`src/rtl/shared_reg_arbiter.sv`:
```
`default_nettype none
// ============================================================================
// Module   : shared_reg_arbiter
// Purpose  : Round-robin arbiter and write sequencer for one shared WIDTH-bit
//            register. One requester at a time is granted. Its data is loaded
//            one cycle after the grant, and the commit is acknowledged with a
//            one-cycle pulse.
// Ports    : clk     - clock, all state updates on the rising edge
//            CLR     - synchronous active-high reset
//            req     - per-requester level write request
//            wr_data - requester i data at [i*WIDTH +: WIDTH]
//            grant   - registered one-hot grant
//            ack     - one-cycle pulse, granted write committed
//            ack_id  - index of the requester whose write committed
//            busy    - high while the sequencer is not idle
//            Q / Qp  - shared register contents and their complement
// Revision : 1.0 - initial release
// ============================================================================
module shared_reg_arbiter #(
   parameter int NREQ  = 4,
   parameter int WIDTH = 8,
   parameter int IDW   = 2
) (
   input  logic                  clk,
   input  logic                  CLR,
   input  logic [NREQ-1:0]       req,
   input  logic [NREQ*WIDTH-1:0] wr_data,
   output logic [NREQ-1:0]       grant,
   output logic                  ack,
   output logic [IDW-1:0]        ack_id,
   output logic                  busy,
   output logic [WIDTH-1:0]      Q,
   output logic [WIDTH-1:0]      Qp
);

   typedef enum logic [1:0] {
      S_IDLE  = 2'd0,
      S_GRANT = 2'd1,
      S_ACK   = 2'd2
   } state_t;

   localparam logic [NREQ-1:0] C_ONE_HOT0 = {{(NREQ-1){1'b0}}, 1'b1};
   localparam logic [IDW-1:0]  C_LAST_RST = IDW'(NREQ - 1);

   state_t            r_state,  w_state_next;
   logic [NREQ-1:0]   r_grant,  w_grant_next;
   logic              r_ack,    w_ack_next;
   logic [IDW-1:0]    r_ack_id, w_ack_id_next;
   logic [IDW-1:0]    r_last,   w_last_next;
   logic [IDW-1:0]    r_winner, w_winner_next;
   logic [WIDTH-1:0]  r_q,      w_q_next;

   logic              w_found;
   logic [IDW-1:0]    w_pick;

   // Round-robin search: scan last+1, last+2, ... (mod NREQ) and keep the
   // first requester found. The pointer itself has lowest priority.
   always_comb begin
      logic [IDW-1:0] idx;
      w_found = 1'b0;
      w_pick  = r_last;
      idx     = '0;
      for (int k = 1; k <= NREQ; k++) begin
         idx = IDW'((int'(r_last) + k) % NREQ);
         if (!w_found && req[idx]) begin
            w_found = 1'b1;
            w_pick  = idx;
         end
      end
   end

   // Next-state and next-output logic; every register holds by default.
   always_comb begin
      w_state_next  = r_state;
      w_grant_next  = r_grant;
      w_ack_next    = r_ack;
      w_ack_id_next = r_ack_id;
      w_last_next   = r_last;
      w_winner_next = r_winner;
      w_q_next      = r_q;

      case (r_state)
         S_IDLE: begin
            if (w_found) begin
               w_grant_next  = C_ONE_HOT0 << w_pick;
               w_winner_next = w_pick;
               w_state_next  = S_GRANT;
            end
         end
         S_GRANT: begin
            w_grant_next = '0;
            // The winner must still be requesting for the write to commit;
            // otherwise the grant is withdrawn and the pointer stays put.
            if (req[r_winner]) begin
               w_q_next      = wr_data[int'(r_winner)*WIDTH +: WIDTH];
               w_ack_next    = 1'b1;
               w_ack_id_next = r_winner;
               w_last_next   = r_winner;
               w_state_next  = S_ACK;
            end else begin
               w_state_next  = S_IDLE;
            end
         end
         S_ACK: begin
            w_ack_next   = 1'b0;
            w_state_next = S_IDLE;
         end
         default: begin
            w_grant_next = '0;
            w_ack_next   = 1'b0;
            w_state_next = S_IDLE;
         end
      endcase
   end

   always_ff @(posedge clk) begin
      if (CLR) begin
         r_state  <= S_IDLE;
         r_grant  <= '0;
         r_ack    <= 1'b0;
         r_ack_id <= '0;
         r_last   <= C_LAST_RST;
         r_winner <= '0;
         r_q      <= '0;
      end else begin
         r_state  <= w_state_next;
         r_grant  <= w_grant_next;
         r_ack    <= w_ack_next;
         r_ack_id <= w_ack_id_next;
         r_last   <= w_last_next;
         r_winner <= w_winner_next;
         r_q      <= w_q_next;
      end
   end

   assign grant  = r_grant;
   assign ack    = r_ack;
   assign ack_id = r_ack_id;
   assign busy   = (r_state != S_IDLE);
   assign Q      = r_q;
   assign Qp     = ~r_q;

endmodule
`default_nettype wire
```
`config.mk`:
```
export PLATFORM = sky130hd
export DESIGN_NAME = shared_reg_arbiter
export DESIGN_NICKNAME = d
export VERILOG_FILES = /design/src/rtl/shared_reg_arbiter.sv
export SDC_FILE = /design/constraint.sdc
export NUM_CORES = 1
export LEC_CHECK = 0
export ABC_AREA = 1
export CAP_MARGIN = 20
export CORE_MARGIN = 4
export CORE_UTILIZATION = 62
export DETAILED_ROUTE_END_ITERATION = 16
export DONT_BUFFER_PORTS = 1
export PLACE_DENSITY = 0.88
export SLEW_MARGIN = 20
export SYNTH_ARGS = -nofsm -noshare
export SYNTH_HDL_FRONTEND = slang
export SYNTH_SLANG_ARGS = --single-unit
```
`constraint.sdc`:
```
create_clock -name clk -period 1.72 [get_ports clk]
set_input_delay 0.344 -clock clk [delete_from_list [all_inputs] [get_ports clk]]
set_output_delay 0.344 -clock clk [all_outputs]
set_load 0.01 [all_outputs]
```
==> metrics.md, run 1 <==
| Metric | Value |
|---|---|
| Number of nets produced by synthesis | `248` |
| Quantity of hold-fixing buffers added after cts | `0` |
| Met3 usage in global routing | `5.57%` |
| Initial core utilization | `68.3%` |
| Cell area power density | `1870 nW/µm²` |
| Critical Path Source Type | `flip-flop` |
| Core area | `2060 µm²` |
| Ys async rst share | `0%` |
| Fraction of the mapped netlist area in simple logic gates | `38.5%` |
| Insertion delay to the later sink of the worst-skew pair | `0.31 ns` |
| Worst hold path type | `input port to flip-flop` |
| Multiplexer share of the synthesized area | `0%` |
| Yosys top cell area share | `29.8%` |
| Count of final max-slew check failures | `0` |
| Met1 usage in global routing | `23.1%` |
| Standard-cell rows | `16` |
| Fraction of the mapped netlist area in compound gates | `20.6%` |
| Max Clk Rate | `633 MHz` |
| Deepest clock path buffer count | `2` |
| WP data required | `1.93 ns` |
| Unrepaired setup endpoints after global routing | `false` |
| Cell variety after synth | `25` |
| Width of the chip | `55.7 µm` |
| Overflow left after global routing | `0` |
| XOR/XNOR share of the synthesized area | `0%` |
| Count of endpoints failing hold in the final timing report | `0` |
| Cell taking the most area after synthesis | `sky130_fd_sc_hd__dfxtp_1` |
| Number of DRC violations after detailed routing | `0` |
| CTS sink count | `21` |
| Pin count of the biggest net entering global routing | `17` |
| Final setup violating endpoints | `0` |
| Wire length per cell after detailed routing | `14.8 µm` |
| Post-DR vias/cell | `5.74` |
| HPWL after detailed placement | `2.81 mm` |
| Top area cells in the synthesized netlist | `sky130_fd_sc_hd__dfxtp_1 30%, sky130_fd_sc_hd__nand2_1 10%, sky130_fd_sc_hd__nor2_1 8.8%` |
| I/O pin cnt | `62` |
| Seq/Total Area, Yosys | `29.8%` |
| Period Utilization, post-route | `91.8%` |
| Initial antenna violation count | `0` |
| Wire length of the first global-routing pass | `5.64 mm` |
| CP Max Fanout | `10` |
| # placed instances | `233` |
| Vertical extent of the die | `55.7 µm` |
| Number of nets in the final layout | `249` |
| GR met2 Demand/Resource | `43.4%` |
| Layer with the highest usage | `met2` |
| Layout cell share with drive strength beyond 1 | `20.0%` |
| Routed WL | `3.51 mm` |
| Path type of the worst setup path | `flip-flop to flip-flop` |
| Leading cell types by count after synthesis | `39 x sky130_fd_sc_hd__nand2_1, 33 x sky130_fd_sc_hd__nor2_1, 21 x sky130_fd_sc_hd__dfxtp_1` |
| Syn-to-layout area delta | `4.62%` |
| CTS buffer count | `3` |
| First-pass detailed-route iteration total | `4` |
| Number of diodes added for antenna fixing | `0` |
| Remaining max-slew budget at the tightest pin | `76.8%` |
| TritonCTS clock tree | `done` |
| Non-filler cells in the finished layout | `237` |
| Count of antenna-violating nets left after detailed routing | `0` |
| All-Layer GR Usage | `21.8%` |
| Netlist Area Pre-Place | `1410 µm²` |
| Most frequent cell after synthesis | `sky130_fd_sc_hd__nand2_1` |
| Clock tree root buffer cell | `sky130_fd_sc_hd__clkbuf_4` |
| Crit path DAT | `1.79 ns` |
| CTS HTree Levels | `1` |
| Worst Setup End Kind | `flip-flop` |
| Run status | `completed` |
| Port buffer count | `0` |
| Post-Syn Area per Cell | `6.71 µm²` |
| Setup TNS | `0 ns` |
| Maximum resistive drop on vdd | `1.13 mV` |
| Commonest register cell after synthesis | `sky130_fd_sc_hd__dfxtp_1` |
| Routability congestion estimate | `0.764` |
| Clock slew at the register clock pins of the worst setup and hold paths | `0.11 ns` |
| Worst setup skew after layout | `0.00852 ns` |
| Flip-flop and latch count after synthesis | `21` |
| Warnings from Yosys | `0` |
| Cells after Synth | `210` |
| Die area | `3100 µm²` |
| Crit path time final | `1.58 ns` |
| Combinational family with the most area after synthesis | `simple AND/OR/NAND/NOR gates` |
| Slew at the pin closest to its max-slew limit | `0.346 ns` |
| Max capacitance violation total | `0` |
| Leak Pwr | `0.627 nW` |
| Synthesized-area fraction occupied by adder cells | `0%` |
| Via count of the first global-routing pass | `1,364` |
| Count of routing violations after the opening detailed-route iteration | `55` |
| Number of synthesized flops with an enable pin | `0` |
| Total number of vias | `1,360` |
[metrics by stage]
stage / setup WS (ns) / total power [mW] / utilization, % / area, µm² / hold slack (ns)
after floorplan: 0.349 / 2.16 / - / 1410 / 0.487
after global placement: 0.154 / 2.39 / 69.5 / 1430 / 0.408
after detailed placement: 0.0758 / 2.48 / 69.5 / 1430 / 0.409
after CTS: 0.0584 / 2.71 / 70.8 / 1460 / 0.0746
after global routing: 0.0214 / 2.97 / 71.5 / 1470 / 0.0602
final: 0.140 / 2.76 / 71.5 / 1470 / 0.0778
[area by class of cell]
type | count | area, µm²
Timing Repair Buffer | 7 | 56.3
Sequential cell | 21 | 422
Multi-Input combinational cell | 156 | 841
Fill cell | 162 | 588
Inverter | 22 | 95.1
Clock buffer | 4 | 26.3
Tap cell | 27 | 33.8
[per-layer routing]
metal  wire [µm]  up-vias
li1            -      685
met1        1300      607
met2        1870       64
met3         299        4
met4          34        0
met5           0        -
[power breakdown]
group	switching (mW)	internal, mW	leakage, nW
clock network	0.146	0.0906	0.0150
registers	0.188	0.650	0.172
logic	1.10	0.577	0.440
[layout by cell type (no fill, tap or decap), drive strengths merged]
master,instances
inv,21
a21oi,15
o21bai,1
o32ai,8
o21ai,20
clkinv,1
o31ai,1
o211ai,3
clkbuf,4
nand3,15
dfxtp,21
nor2,36
nand2,57
buf,7
[critical path, stage by stage, from the launching register on]
cell and delay, ns:
sky130_fd_sc_hd__dfxtp_1 0.33, sky130_fd_sc_hd__buf_6 0.14, sky130_fd_sc_hd__inv_8 0.09, sky130_fd_sc_hd__nand2_2 0.05, sky130_fd_sc_hd__nand2_2 0.12, sky130_fd_sc_hd__nand2_4 0.09, sky130_fd_sc_hd__nand2_8 0.10, sky130_fd_sc_hd__inv_4 0.04
sky130_fd_sc_hd__nand3_4 0.07, sky130_fd_sc_hd__clkinv_1 0.10, sky130_fd_sc_hd__nand2_1 0.07, sky130_fd_sc_hd__nand2_1 0.11, sky130_fd_sc_hd__nor2_1 0.12, sky130_fd_sc_hd__nor2_1 0.05
[final timing paths]
check | startpoint | to | slack [ns] | depth (start not counted)
max reg2reg | r_last[0] | r_winner[1] | 0.14 | 13
min reg2reg | ack_id[0] | ack_id[0] | 0.52 | 2
min | CLR | grant[2] | 0.08 | 1
max | r_last[0] | r_winner[1] | 0.14 | 13
[sequential cells by signal, summed over array words and instances, names as in the netlist]
name / count
r_winner: 2
ack_id: 2
r_state: 2
grant: 4
r_last: 2
ack: 1
Q: 8
[kinds of logic (layout without fill, tap and decap cells)]
group / after synthesis / in the layout
flip-flops: 21 / 21
buffers and inverters: 33 / 33
AO/OA/AOI/OAI: 48 / 48
AND/OR/NAND/NOR: 108 / 108
[repair_timing]
item                                   in CTS  in global routing
setup buffers                               0                  0
setup endpoints to repair                   0                  6
gates resized for setup                     0                  4
endpoints found under the hold margin       0                  0
(Power assumes the default switching activity.)
==> run 2, diff against run 1 <==
==> constraint.sdc (replaced) <==
create_clock -name clk -period 1.72 [get_ports clk]
set_input_delay 0.344 -clock clk [delete_from_list [all_inputs] [get_ports clk]]
set_output_delay 0.344 -clock clk [all_outputs]
set_load 0.05 [all_outputs]
==> run 2 against run 1 <==
Highest routed layer unchanged. Largest cell class unchanged. Non-clock buffer count up 9. Sequential power up 15%. Setup slack worse by 0.043 ns. Die area unchanged. Via count up 4.9%. Final cell count up 3.8%. Critical path depth down 1. Design area up 5.0%.
==> metrics.md, run 2 (same netlist as run 1, synthesis figures left out) <==
| Metric | Value |
|---|---|
| Max capacitance violation total | `0 (unchanged)` |
| Syn-to-layout area delta | `9.86% (was 4.62%)` |
| Highest cell delay on the worst timing path | `0.34 ns (was 0.33 ns)` |
| Maximum resistive drop on vdd | `1.86 mV (was 1.13 mV)` |
| Slew at the pin closest to its max-slew limit | `0.518 ns (was 0.346 ns)` |
| CTS sink count | `21 (unchanged)` |
| Crit path time final | `1.62 ns (was 1.58 ns)` |
| Number of cells on the critical path | `12 (was 13)` |
| Quantity of hold-fixing buffers added after cts | `0 (unchanged)` |
| Area of the multi-input gates | `846 µm² (was 841 µm²)` |
| Max Clk Rate | `616 MHz (was 633 MHz)` |
| Worst Reg-to-Reg Cells | `12 (was 13)` |
| Most common cell after layout, fill and taps aside | `sky130_fd_sc_hd__nand2_1 (unchanged)` |
| CTS buffer count | `3 (unchanged)` |
| Final setup violating endpoints | `0 (unchanged)` |
| Core area | `2060 µm² (unchanged)` |
| Clock tree root buffer cell | `sky130_fd_sc_hd__clkbuf_4 (unchanged)` |
| Routed WL | `3.70 mm (was 3.51 mm)` |
| Initial core utilization | `68.3% (unchanged)` |
| Worst setup skew after layout | `0.00431 ns (was 0.00852 ns)` |
| Hold path cells | `1 (unchanged)` |
| Pin count of the biggest net entering global routing | `17 (unchanged)` |
| Width of the chip | `55.7 µm (unchanged)` |
| Initial antenna violation count | `0 (unchanged)` |
| All-Layer GR Usage | `23.6% (was 21.8%)` |
| Standard-cell rows | `16 (unchanged)` |
| I/O pin cnt | `62 (unchanged)` |
| WP data required | `1.95 ns (was 1.93 ns)` |
| Number of DRC violations after detailed routing | `0 (unchanged)` |
| Slowest stage cell on the critical path | `sky130_fd_sc_hd__dfxtp_1 (unchanged)` |
| Run status | `completed (unchanged)` |
| Number of diodes added for antenna fixing | `0 (unchanged)` |
| Deepest clock path buffer count | `2 (unchanged)` |
| Post-cts sizing count | `0 (unchanged)` |
| Overflow left after global routing | `0 (unchanged)` |
| HPWL after detailed placement | `2.94 mm (was 2.81 mm)` |
| Post-route worst hold slack | `0.0669 ns (was 0.0778 ns)` |
| Insertion delay to the later sink of the worst-skew pair | `0.32 ns (was 0.31 ns)` |
| CTS HTree Levels | `1 (unchanged)` |
| Total number of vias | `1,426 (was 1,360)` |
| Critical Path Source Type | `flip-flop (unchanged)` |
| Kind of cell with the highest combined delay on the critical path | `simple AND/OR/NAND/NOR gates (unchanged)` |
| Wire length per cell after detailed routing | `15.1 µm (was 14.8 µm)` |
| Overall power after layout | `3.45 mW (was 2.76 mW)` |
| Crit-path most repeated cell | `sky130_fd_sc_hd__nand2_1` |
| Die area | `3100 µm² (unchanged)` |
| Leak Pwr | `0.677 nW (was 0.627 nW)` |
| Layout cell share with drive strength beyond 1 | `24.7% (was 20.0%)` |
| Count of antenna-violating nets left after detailed routing | `0 (unchanged)` |
| Cell area power density | `2230 nW/µm² (was 1870 nW/µm²)` |
| Post-DR vias/cell | `5.80 (was 5.74)` |
| TritonCTS clock tree | `done (unchanged)` |
| Port buffer count | `0 (unchanged)` |
| First-pass detailed-route iteration total | `4 (unchanged)` |
| Remaining max-slew budget at the tightest pin | `65.4% (was 76.8%)` |
| Count of endpoints failing hold in the final timing report | `0 (unchanged)` |
| Crit path DAT | `1.85 ns (was 1.79 ns)` |
| Flip-flop count of the largest register after layout | `8 (unchanged)` |
| Commonest non-fill, non-tap cells in the layout | `39 x sky130_fd_sc_hd__nand2_1, 31 x sky130_fd_sc_hd__nor2_1, 20 x sky130_fd_sc_hd__dfxtp_1 (was 39 x sky130_fd_sc_hd__nand2_1, 33 x sky130_fd_sc_hd__nor2_1, 20 x sky130_fd_sc_hd__dfxtp_1)` |
| Path type of the worst setup path | `flip-flop to flip-flop (unchanged)` |
| Period Utilization, post-route | `94.4% (was 91.8%)` |
| CP Max Fanout | `10 (unchanged)` |
| Count of buffer and inverter cells on the critical path | `2 (was 4)` |
| Critical Path, Cell by Cell | `buf_6, inv_8, nand2_1, nand2_1, nand2_1, nand2_2, nor2_2, nand2_1, nand3_1, nand2_1, nor2_2, nor2_1 (was buf_6, inv_8, nand2_2, nand2_2, nand2_4, nand2_8, inv_4, nand3_4, clkinv_1, nand2_1, nand2_1, nor2_1, nor2_1)` |
| Number of filler instances in the final layout | `165 (was 162)` |
| Wire length of the first global-routing pass | `5.95 mm (was 5.64 mm)` |
| Clock slew at the register clock pins of the worst setup and hold paths | `0.12 ns (was 0.11 ns)` |
| Worst Slack Setup Final | `0.0971 ns (was 0.140 ns)` |
| Number of setup buffers added after CTS | `0 (unchanged)` |
| Vertical extent of the die | `55.7 µm (unchanged)` |
| Flip-flop and latch area | `422 µm² (unchanged)` |
| Dpl ws | `0.0280 ns (was 0.0758 ns)` |
| Number of nets in the final layout | `258 (was 249)` |
| Count of final max-slew check failures | `0 (unchanged)` |
| Worst hold path type | `input port to flip-flop (unchanged)` |
| Via count of the first global-routing pass | `1,376 (was 1,364)` |
| Routability congestion estimate | `0.788 (was 0.764)` |
| Worst Setup End Kind | `flip-flop (unchanged)` |
| Count of routing violations after the opening detailed-route iteration | `58 (was 55)` |
## run 2: changes by cell type in the layout (fill, tap and decap cells not counted), sizes merged
cell / before / now
clkbuf: 4 / 3
clkinv: 1 / 2
buf: 7 / 16
## run 2: cell type report
cell class / instances / area share [%]
clock inverters: 1 / 0.323
clock buffers: 3 / 1.46
inverters: 22 / 6.14
well taps: 27 / 2.18
repair buffers: 16 / 8.00
flip-flops and latches: 21 / 27.2
multi-input cells: 156 / 54.6
## run 2: final timing paths
path	startpoint	slack, ns	endpoint
max reg2reg	r_last[0]	0.1	r_winner[1]
min reg2reg	r_state[1]	0.58	ack
min	CLR	0.07	grant[0]
max	r_last[0]	0.1	r_winner[1]
## run 2: through the flow
stage | util, % | TNS (ns) | std cells | area [µm²]
after floorplan | - | 0 | 210 | 1410
after global placement | 72.8 | 0 | 242 | 1500
after detailed placement | 72.8 | 0 | 242 | 1500
after global routing | 75.1 | -0.0372 | 246 | 1550
after CTS | 74.2 | 0 | 246 | 1530
final | 75.1 | 0 | 246 | 1550
## run 2: per-layer routing
metal	global-route usage (%)	part of all wire, %	vias up
met5	0	0	-
li1	-	-	707
met1	24.5	37	635
met3	5.57	8.2	8
met4	8.68	2.4	0
met2	45.3	52	76
## run 2: where the power goes
group	internal [mW]	switching (mW)
sequential	0.649	0.316
combinational	0.663	1.57
clock	0.0874	0.163
total	1.40	2.05
==> edit (flow settings as in run 2) <==
The parameter `WIDTH` goes from 8 to 6.
--- a/src/rtl/shared_reg_arbiter.sv
+++ b/src/rtl/shared_reg_arbiter.sv
@@ -20,3 +20,3 @@
    parameter int NREQ  = 4,
-   parameter int WIDTH = 8,
+   parameter int WIDTH = 6,
    parameter int IDW   = 2
Ports: changed (resized Q, Qp and wr_data); port bits go from 62 to 50. The function was not compared with the original's and may differ.
==> edit against run 2 <==
- clock skew decreased by 0.0012 ns
- wire length decreased by 20%
- count of clock-buffer cells in the layout unchanged
- final cell count decreased by 7.7%
- sequential cell count decreased by 2
- die area decreased by 9.2%
- area after synthesis decreased by 11%
- total power decreased by 16%
- setup slack improved by 0.031 ns
- cell area decreased by 12%
==> edit: results (changes against run 2) <==
[global_route]
grtUsageMet1_pct = 27.3  ; +2.7 points
gr-usage-met2_pct = 38.6  ; -6.6 points
grt_use_total_pct = 22.5  ; -1.2 points
grt_pass1_wl_um = 4650  ; -22%
antenna_found_initial = 0  ; unchanged
grt_max_degree = 17  ; unchanged
grt_util_met3_pct = 3.10  ; -2.5 points
grt_pass1_vias = 1100  ; -20%

[critical_path]
rr_startpoint = r_winner[1]$_SDFFE_PP0P_
regToRegEndpoint = Q[3]$_SDFFE_PP0P_
rrSetupSlack_ns = 0.13  ; +0.03 ns
rr_worst_depth = 7  ; -5
critPathArrivalTime_ns = 1.83  ; -0.02 ns
worstPathMaxFanout = 16  ; +6

[cts]
ctsLongestPathBuffers = 2  ; unchanged
cts.clk_slew.worst_paths_ns = 0.11
cts_buffers = 3  ; unchanged

[synth]
synthTopCellsByArea = dfxtp_1 (30%), nand2_1 (11%), nor2_1 (9.8%)
synth_common_cells = nand2_1 (36), nor2_1 (33), o21ai_0 (22), dfxtp_1 (19), inv_1 (14)
ys_types = 26  ; +4.0%
synth_seq_area_share_pct = 30.2  ; +0.38 points
async_reset_ff_share_pct = 0  ; unchanged
synth_ff_type = dfxtp_1
synthesis.nets = 222  ; -10%
yosys_warnings = 0  ; unchanged

[placement]
io_buffers = 0  ; unchanged
dp_hpwl_um = 2400  ; -18%
gp_congestion = 0.834  ; +5.9%

[worst_hold_path]
worstHoldStart = CLR
whs_path_depth = 1  ; unchanged
hold_path_end = grant[2]$_SDFFE_PP0P_
hold_class = in -> reg

[pwr]
leakagePower_uw = 0.000611  ; -9.8%
p_int_uw = 1200  ; -14%
pwr-share-clk_pct = 8.2  ; +0.9 points
vdd_drop_max_v = 0.00117  ; -37%
combinationalPower_uw = 1770  ; -21%

[timing]
hold_ws_ns = 0.0739  ; +0.00706 ns
skew_ns = 0.00313  ; -0.00119 ns
setup_viol_count_final = 0  ; unchanged
relSlewSlack_pct = 65.5  ; +0.14 points

[routing]
vias = 1243  ; -13%
drtIter0Drc = 31  ; -47%
drt_wl_total_um = 2960  ; -20%
first_pass_iters = 4  ; unchanged

[finish]
nets = 231  ; -10%
antenna_cells = 0  ; unchanged
largest_reg_flops = 6  ; -2
drive_gt1_share_pct = 24.0  ; -0.66 points

[outcome]
status = finished, final reports clean

## edit: cell types whose count changed after synthesis, sizes merged, moves of 2 or more
cell,before,now
o21ai,20,26
a21oi,15,7
inv,21,19
clkbuf,5,2
nand2,57,52
a31oi,0,6
dfxtp,21,19
o32ai,8,0
## edit: per-layer routing
metal	routed length, um	vias up	share of wire, %
met5	0	-	0
met4	55	0	1.9
met3	222	6	7.5
met2	1480	48	50
met1	1200	555	41
li1	-	634	-
## edit: worst max-delay path, stage by stage, from the launching register on
cell and delay (ns):
dfxtp_1 0.34, inv_2 0.13, o21ai_0 0.12, o21ai_2 0.22, nand3_2 0.15, inv_2 0.22
o21ai_0 0.14, a31oi_1 0.19
## edit: final cells by class
class                      instances  area [um2]
multi-input combinational        146         744
fill                             175         587
sequential                        19         383
inverter                          20        83.8
timing repair buffer              11        82.6
tap                               27        33.8
clock buffer                       3        22.5
clock inverter                     1        5.00
## edit: repair_timing
item | in CTS | in global routing
hold buffers | 0 | 0
gates resized for setup | 0 | 2
endpoints found under the setup margin | 0 | 6
setup buffers | 0 | 0
## edit: per-stage QoR
| step | total power, uW | worst slack, ns | cell area, um2 | instances | utilization (%) |
|---|---|---|---|---|---|
| global placement | 2590 | 0.0810 | 1330 | 223 | 68.2 |
| finish | 2900 | 0.128 | 1360 | 227 | 69.8 |
| CTS | 2900 | 0.0162 | 1350 | 227 | 69.7 |
| detailed placement | 2670 | 0.0214 | 1330 | 223 | 68.2 |
| floorplan | 2360 | 0.328 | 1260 | 192 | - |
| global route | 3140 | 0.0200 | 1360 | 227 | 69.8 |
## edit: cells by family after synthesis
| family | Yosys count | share of synthesized area [%] |
|---|---|---|
| AO/OA/AOI/OAI | 41 | 18.2 |
| flip-flops | 19 | 30.2 |
| buffers and inverters | 27 | 10.6 |
| AND/OR/NAND/NOR | 105 | 41.0 |
## edit: worst max path at each step
| stage | start | to | slack [ns] |
|---|---|---|---|
| detailed placement | r_last[0]$_SDFFE_PP1P_ | r_winner[0]$_SDFFE_PP0P_ | 0.02 |
| global route | r_last[0]$_SDFFE_PP1P_ | r_winner[1]$_SDFFE_PP0P_ | 0.02 |
| global placement | r_last[0]$_SDFFE_PP1P_ | r_winner[1]$_SDFFE_PP0P_ | 0.08 |
| CTS | r_last[0]$_SDFFE_PP1P_ | r_winner[0]$_SDFFE_PP0P_ | 0.02 |
| finish | r_winner[1]$_SDFFE_PP0P_ | Q[3]$_SDFFE_PP0P_ | 0.13 |
| floorplan | r_last[0]$_SDFFE_PP1P_ | r_winner[0]$_SDFFE_PP0P_ | 0.33 |
